## src/rtl/comma_aligner.sv

```systemverilog
// comma_aligner: finds 10-bit word boundaries on a serial line by locking onto
// K28.5 commas (either running disparity), then emits aligned words with a
// one-cycle valid strobe. Lock is dropped after repeated misaligned commas.
// Optional build macro COMMA_ALIGN_STATS_EN adds the lost_cnt[7:0] output,
// a saturating count of SYNC->HUNT transitions.
//
// state | meaning
// HUNT  | searching every bit position for a comma; phase frozen
// PEND  | boundary chosen, counting consecutive on-boundary commas
// SYNC  | locked; one aligned word emitted on every boundary edge
module comma_aligner #(
  parameter logic [9:0]  COMMA_N    = 10'b0101111100,
  parameter logic [9:0]  COMMA_P    = 10'b1010000011,
  parameter int unsigned LOCK_COUNT = 3,
  parameter int unsigned LOSS_COUNT = 4
) (
  input  logic       reloj,
  input  logic       reset,
  input  logic       in,
  output logic [9:0] out,
  output logic       valid,
  output logic       sync,
  output logic       comma_det
`ifdef COMMA_ALIGN_STATS_EN
  ,
  output logic [7:0] lost_cnt
`endif
);

  localparam logic [1:0] ST_HUNT = 2'd0;
  localparam logic [1:0] ST_PEND = 2'd1;
  localparam logic [1:0] ST_SYNC = 2'd2;

  localparam logic [3:0] LOCK_C = 4'(LOCK_COUNT);
  localparam logic [3:0] LOSS_C = 4'(LOSS_COUNT);

  logic [9:0] win_q, win_d;
  logic [3:0] ph_q, ph_d;
  logic [3:0] good_q, good_d;
  logic [3:0] bad_q, bad_d;
  logic [1:0] state_q, state_d;
  logic [9:0] out_q, out_d;
  logic       valid_q, valid_d;
  logic       det_q, det_d;
  logic       emit;
  logic       comma, boundary, aligned, misaligned;
`ifdef COMMA_ALIGN_STATS_EN
  logic [7:0] lost_q, lost_d;
`endif

  // Window of the ten most recent bits; compares look at the post-edge window
  // so a match means the comma completes on this edge.
  always_comb begin
    win_d      = {in, win_q[9:1]};
    comma      = (win_d == COMMA_N) | (win_d == COMMA_P);
    boundary   = (ph_q == 4'd9);
    aligned    = comma & boundary;
    misaligned = comma & ~boundary;
  end

  // Next-state, phase, lock/loss counters and output register logic.
  always_comb begin
    state_d = state_q;
    ph_d    = boundary ? 4'd0 : ph_q + 4'd1;
    good_d  = good_q;
    bad_d   = bad_q;
    out_d   = out_q;
    valid_d = 1'b0;
    det_d   = 1'b0;
    emit    = 1'b0;
`ifdef COMMA_ALIGN_STATS_EN
    lost_d  = lost_q;
`endif
    case (state_q)
      ST_HUNT: begin
        ph_d = ph_q;
        if (comma) begin
          ph_d   = 4'd0;
          good_d = 4'd1;
          det_d  = 1'b1;
          if (LOCK_C == 4'd1) begin
            state_d = ST_SYNC;
            bad_d   = 4'd0;
            emit    = 1'b1;
          end else begin
            state_d = ST_PEND;
          end
        end
      end
      ST_PEND: begin
        if (aligned) begin
          good_d = good_q + 4'd1;
          det_d  = 1'b1;
          if (good_q + 4'd1 == LOCK_C) begin
            state_d = ST_SYNC;
            bad_d   = 4'd0;
            emit    = 1'b1;
          end
        end else if (misaligned) begin
          ph_d   = 4'd0;
          good_d = 4'd1;
        end
      end
      ST_SYNC: begin
        emit = boundary;
        if (aligned) begin
          bad_d = 4'd0;
          det_d = 1'b1;
        end else if (misaligned) begin
          bad_d = bad_q + 4'd1;
          if (bad_q + 4'd1 == LOSS_C) begin
            state_d = ST_HUNT;
            good_d  = 4'd0;
            ph_d    = 4'd0;
            emit    = 1'b0;
`ifdef COMMA_ALIGN_STATS_EN
            if (lost_q != 8'hFF) lost_d = lost_q + 8'd1;
`endif
          end
        end
      end
      default: state_d = ST_HUNT;
    endcase
    if (emit) begin
      out_d   = win_d;
      valid_d = 1'b1;
    end
  end

  // State and datapath registers with synchronous reset.
  always_ff @(posedge reloj) begin
    if (reset) begin
      win_q   <= '0;
      ph_q    <= '0;
      good_q  <= '0;
      bad_q   <= '0;
      state_q <= ST_HUNT;
      out_q   <= '0;
      valid_q <= 1'b0;
      det_q   <= 1'b0;
`ifdef COMMA_ALIGN_STATS_EN
      lost_q  <= '0;
`endif
    end else begin
      win_q   <= win_d;
      ph_q    <= ph_d;
      good_q  <= good_d;
      bad_q   <= bad_d;
      state_q <= state_d;
      out_q   <= out_d;
      valid_q <= valid_d;
      det_q   <= det_d;
`ifdef COMMA_ALIGN_STATS_EN
      lost_q  <= lost_d;
`endif
    end
  end

  assign out       = out_q;
  assign valid     = valid_q;
  assign sync      = (state_q == ST_SYNC);
  assign comma_det = det_q;
`ifdef COMMA_ALIGN_STATS_EN
  assign lost_cnt  = lost_q;
`endif

endmodule

```

## config.mk

```make
export PLATFORM = sky130hd
export DESIGN_NAME = comma_aligner
export DESIGN_NICKNAME = d
export VERILOG_FILES = /design/src/rtl/comma_aligner.sv
export SDC_FILE = /design/constraint.sdc
export NUM_CORES = 1
export LEC_CHECK = 0
export ABC_CLOCK_PERIOD_IN_PS = 4550
export CAP_MARGIN = 0
export CORE_MARGIN = 10
export CORE_UTILIZATION = 35
export CTS_BUF_LIST = sky130_fd_sc_hd__clkbuf_4 sky130_fd_sc_hd__clkbuf_8 sky130_fd_sc_hd__clkbuf_16
export DETAILED_ROUTE_END_ITERATION = 10
export PLACE_DENSITY = 0.59
export SYNTH_ARGS = -nofsm -noshare
export SYNTH_HDL_FRONTEND = slang
export SYNTH_SLANG_ARGS = --single-unit
```

## constraint.sdc

```tcl
create_clock -name reloj -period 4.55 [get_ports reloj]
set_clock_uncertainty 0.1 [all_clocks]
set_input_delay 0.91 -clock reloj [delete_from_list [all_inputs] [get_ports reloj]]
set_output_delay 0.91 -clock reloj [all_outputs]
set_load 0.02 [all_outputs]
```

**Yosys cells after proc, flatten, opt, wreduce, memory -nomap -nowiden**

Cells that the tools add are included.

- Flip-flop bits (word level): 36
- Input bits: 3
- Output and inout bits: 13
- Logic and storage cells: 74

- Add/subtract/negate cells: 3
- Eq/ne operators: 15
- Muxes and demuxes: 37
- Bitwise logic cells: 4
- Reduce and logical (&&, ||, !) cells: 7

Operators with widths:

| cell | count |
|---|---|
| $mux W4 | 17 |
| $pmux W4 S3 | 2 |
| $add A4 B1 Y4 const B | 3 |
| $mux W2 | 6 |
| $reduce_and A6 Y1 | 2 |
| $eq A10 B10 Y1 const B | 1 |
| $eq A10 B9 Y1 const B | 1 |
| $mux W1 | 8 |
| $ne A2 B2 Y1 const B | 4 |
| $pmux W4 S2 | 1 |
| $pmux W2 S3 | 1 |
| $eq A4 B2 Y1 const B | 1 |
| $eq A4 B3 Y1 const B | 1 |
| $eq A4 B4 Y1 const B | 1 |
| $ne A2 B1 Y1 const B | 2 |
| $pmux W1 S2 | 2 |
| $reduce_and A4 Y1 | 1 |
| $ne A3 B1 Y1 const B | 1 |
| $ne A3 B3 Y1 const B | 1 |
| $reduce_bool A3 Y1 | 1 |
| $and A1 B1 Y1 | 2 |
| $eq A2 B1 Y1 const B | 1 |
| $eq A2 B2 Y1 const B | 1 |
| $logic_not A2 Y1 | 1 |
| other kinds (4) | 4 |

**Logic depth before layout (Yosys ltp)**

- Depth after elaboration: 7
- Gate-level depth with buffers: 8
- Gate-level depth less buffers: 8

**Worst setup path before layout**

Ideal clock, no wire load.

- Path kind: input-to-reg
- From: input port in
- To: register out_q[1] (netlist: out[1])
- Setup time: 123 ps
- Arrival time: 2312 ps
- Required time: 4327 ps
- Path slack: 2015 ps
- Stages on the path: 7
- Path buffers: 1
- Cells stage by stage: nor4b_2 > nand4_2 > nand2_1 > a41o_1 > nand3_1 > buf_2 > mux2_1

- Longest elaborated chain between the ends: 6
- Elaborated cells on any way between the ends: 9
- Classes of those cells: eq/ne (2); mux (4); bitwise (3)

Ends and longest elaborated chain:

| element | line | text |
|---|---|---|
| from (decl) | 19 | `input logic in,` |
| $eq A10 B9 Y1 or $eq A10 B10 Y1 (tied branches) | 55 | `comma = (win_d == COMMA_N) \| (win_d == COMMA_P);` |
| $or A1 B1 Y1 (*) | 55 |  |
| $and A1 B1 Y1 | 58 | `misaligned = comma & ~boundary;` |
| $mux W1 | 109 | `end else if (misaligned) begin` |
| $mux W1 | 106 | `if (aligned) begin` |
| $pmux W1 S2 (*) | 74 | `case (state_q)` |
| to (signal assigned) | 150 | `out_q <= out_d;` |
| to (decl) | 42 | `logic [9:0] out_q, out_d;` |

Every way passes the cells marked *; elsewhere a longest branch is shown, timed or not.
A chain may end at the register's enable or synchronous reset.

**Worst setup path after layout**

- From: input port in
- To: register out_q[4] (netlist: out[4])

The elaborated chain is that of the path after synthesis.

==> results.sh <==
export IMPL_cp_startpoint="in"
export IMPL_clock_latency_ps=290
export IMPL_post_cts_setup_buffers=0
export IMPL_h_tree_depth=2
export IMPL_ioPinCount=16
export IMPL_clk_path_buf_depth=2
export IMPL_ff_latch_area_sq_um=700.7
export IMPL_drv_cap=0
export IMPL_crit_required_ps=4630
export IMPL_fillerInstances=534
export IMPL_multi_input_area_sq_mm=0.001059
export IMPL_num_antenna_cells=0
export IMPL_ys_ff_latch=35
export IMPL_crit_type="in -> reg"
export IMPL_die_area_sq_mm=0.008472
export IMPL_yosysWarnings=0
export IMPL_drc_errors=0
export IMPL_finalHoldWorstSlack_ps=378.6
export IMPL_hold_viol=0
export IMPL_ff2ff_path_depth=7
export IMPL_vias=1430
export IMPL_grt_pass1_wl_um=6465
export IMPL_layout_setup_ws_ps=1400
export IMPL_post_drt_via_cell_ratio=5.162
export IMPL_cts_tree="yes"
export IMPL_rsz0062_at_grt="false"
export IMPL_grt_max_degree=17
export IMPL_path_max_fanout=11
export IMPL_wire_per_inst_um=13.56
export IMPL_setup_viol_count_final=0
export IMPL_antenna_found_initial=0
export IMPL_place_congestion=0.8148
export IMPL_dp_cells=269
export IMPL_cts_resized=0
export IMPL_post_route_min_period_ps=3150
export IMPL_syn_area_sq_mm=0.001817
export IMPL_syn_inst=189
export IMPL_path_cells="clkdlybuf4s50_1 -> nor4b_2 -> nand4_2 -> nand2_1 -> a41o_1 -> nand3_1 -> mux2_1"
export IMPL_syn_area_per_cell_sq_um=9.612
export IMPL_hp_start="out[0]$_SDFFE_PP0P_"
export IMPL_layout_drive_gt1_share_pct=10.14
export IMPL_dpl_hpwl_um=2724
export IMPL_die_height_um=92.05
export IMPL_synth_top_area_share_pct=38.57
export IMPL_tns_ps=0
export IMPL_finalCritPeriodShare_pct=69.23
export IMPL_reg2reg_slack_ps=1890
export IMPL_antenna_left=0
export IMPL_synth_edf_count=0
export IMPL_slowest_delay_ps=490
export IMPL_startpoint_type="primary input"
export IMPL_yosysTopAreaCell="dfxtp_1"
export IMPL_drt_total_wl_um=3756
export IMPL_ys_seq_area_share_pct=38.57
export IMPL_num_nets_final=220
export IMPL_max_slew_margin_pct=59.73
export IMPL_end_kind="flip-flop"
export IMPL_max_freq_mhz=317.5
export IMPL_grt_usage_pct=9.302
export IMPL_worst_slew_pin_slew_ps=602.1
export IMPL_die_w_um=92.05
export IMPL_portBuffers=15
export IMPL_firstDrtPassIters=4
export IMPL_cp_slowest_cell="mux2_1"
export IMPL_cts_buffers=5
export IMPL_drtIter0Drc=78
export IMPL_start_util_pct=35.80
export IMPL_cts_hold_buf=0
export IMPL_p_leak_nw=0.8807
export IMPL_hold_end="out[0]$_SDFFE_PP0P_"
export IMPL_num_rows=26
export IMPL_syn2layout_area_growth_pct=17.08
export IMPL_async_reset_ff_share_pct=0
export IMPL_worstReg2RegStart="good_q[0]$_SDFFE_PP0P_"
export IMPL_min_path_cells=2
export IMPL_timing_rr_end="out[4]$_SDFFE_PP0P_"
export IMPL_stdcell_count=277
export IMPL_status="finished clean"
export IMPL_clk_pin_slew_ps=70
export IMPL_cts_num_sinks=35
export IMPL_syn_nets=203
export IMPL_peakVddDrop_v=0.0001852
export IMPL_drv_slew=0
export IMPL_core_sq_mm=0.005075
export IMPL_synth_top_cells_by_area="dfxtp_1, ha_1, nor2b_1, mux2_1, nand3_1"
export IMPL_hold_class="reg -> reg"
export IMPL_arrival_ps=3230
export IMPL_grt_pass1_vias=1320
export IMPL_dpl_worst_slack_ps=1048
export IMPL_ys_types=48
export IMPL_ys_flop_type="dfxtp_1"
export IMPL_ctsRootBufferMaster="clkbuf_8"
export IMPL_powerDensity_mw_per_mm2=278.0
export IMPL_final_core_util_pct=41.91
export IMPL_grt_overflow=0
## synth_stat cells (2+ instances only)
cell type  number
and4b_1         2
or2_2           2
dfxtp_1        35
nand2_1         9
nand3_1        11
nor3_1          2
mux2i_1         4
inv_1           9
nand2b_1        4
and2_1          2
o22ai_1         2
nor4_1          3
ha_1           11
nor2b_1        20
nand3b_1        2
o21ai_0         5
a31o_1          2
a31oi_1         3
clkbuf_1        5
a21oi_1         8
nor2_1         10
a22oi_1         2
a21o_1          2
mux2_1         10
## worst max-delay path by stage
stage	end	cells after the start
floorplan	out[1]$_SDFFE_PP0P_	7
global route	out[5]$_SDFFE_PP0P_	7
global placement	out[8]$_SDFFE_PP0P_	7
detailed placement	out[5]$_SDFFE_PP0P_	7
finish	out[4]$_SDFFE_PP0P_	7
CTS	out[4]$_SDFFE_PP0P_	7
## cell usage in the layout (no fill, tap or decap), drive strengths merged, types with 3 or more instances in the layout
cell type,n
a21oi,9
nor2b,20
ha,11
dfxtp,35
mux2i,4
a31oi,3
nor2,10
clkbuf,6
nand2b,4
nand2,9
nand3,11
mux2,10
inv,9
nor4,4
o21ai,6
clkdlybuf4s50,15
## sequential cells by signal (all words and copies together), names as in the netlist
register,cells
bad_q,4
out,10
ph_q,4
good_q,4
comma_det,1
valid,1
win_q,9
state_q,2
## stage by stage
stage          instance area, sq um  total power [mW]
4_1_cts                        2127            0.5970
3_3_place_gp                   2038            0.3697
3_5_place_dp                   2038            0.3691
5_1_grt                        2127            0.6152
2_1_floorplan                  1817            0.3568
6_report                       2127            0.5912
## cells by family (layout without fill, tap and decap cells)
| kind of cell | after synthesis | in the layout | share of synthesized area, % |
|---|---|---|---|
| and+or+nand+nor | 78 | 78 | 27.20 |
| AOI/OAI and AO/OA | 36 | 36 | 15.08 |
| DFF | 35 | 35 | 38.57 |
| buffers and inverters | 15 | 33 | 3.168 |
| muxes | 14 | 14 | 8.402 |
| adders and majority gates | 11 | 11 | 7.576 |
## power breakdown
group | switching (mW) | internal [mW]
combinational | 0.0303 | 0.0179
sequential | 0.00462 | 0.310
clock | 0.116 | 0.113
total | 0.150 | 0.441
## cell type report
type,count,area share (%)
Clock buffer,6,3.588
Tap cell,70,4.118
Inverter,9,1.588
Clock inverter,2,0.5882
Multi-Input combinational cell,139,49.76
Sequential cell,35,32.94
Timing Repair Buffer,16,7.412
## worst max-delay path: cells and delay by family
kind / cells / cell delay [ps]
AO/OA/AOI/OAI: 1 / 180
buffers and inverters: 1 / 460
multiplexers: 1 / 490
AND/OR/NAND/NOR: 4 / 1190
## metal layers
layer | track usage (%) | vias to the layer above | part of all wire, %
li1 | - | 716 | -
met5 | 0 | - | 0
met4 | 3.856 | 0 | 2.0
met1 | 11.12 | 673 | 48
met3 | 3.586 | 8 | 5.1
met2 | 14.59 | 33 | 45
No activity file was read; power rests on OpenSTA's default activity.
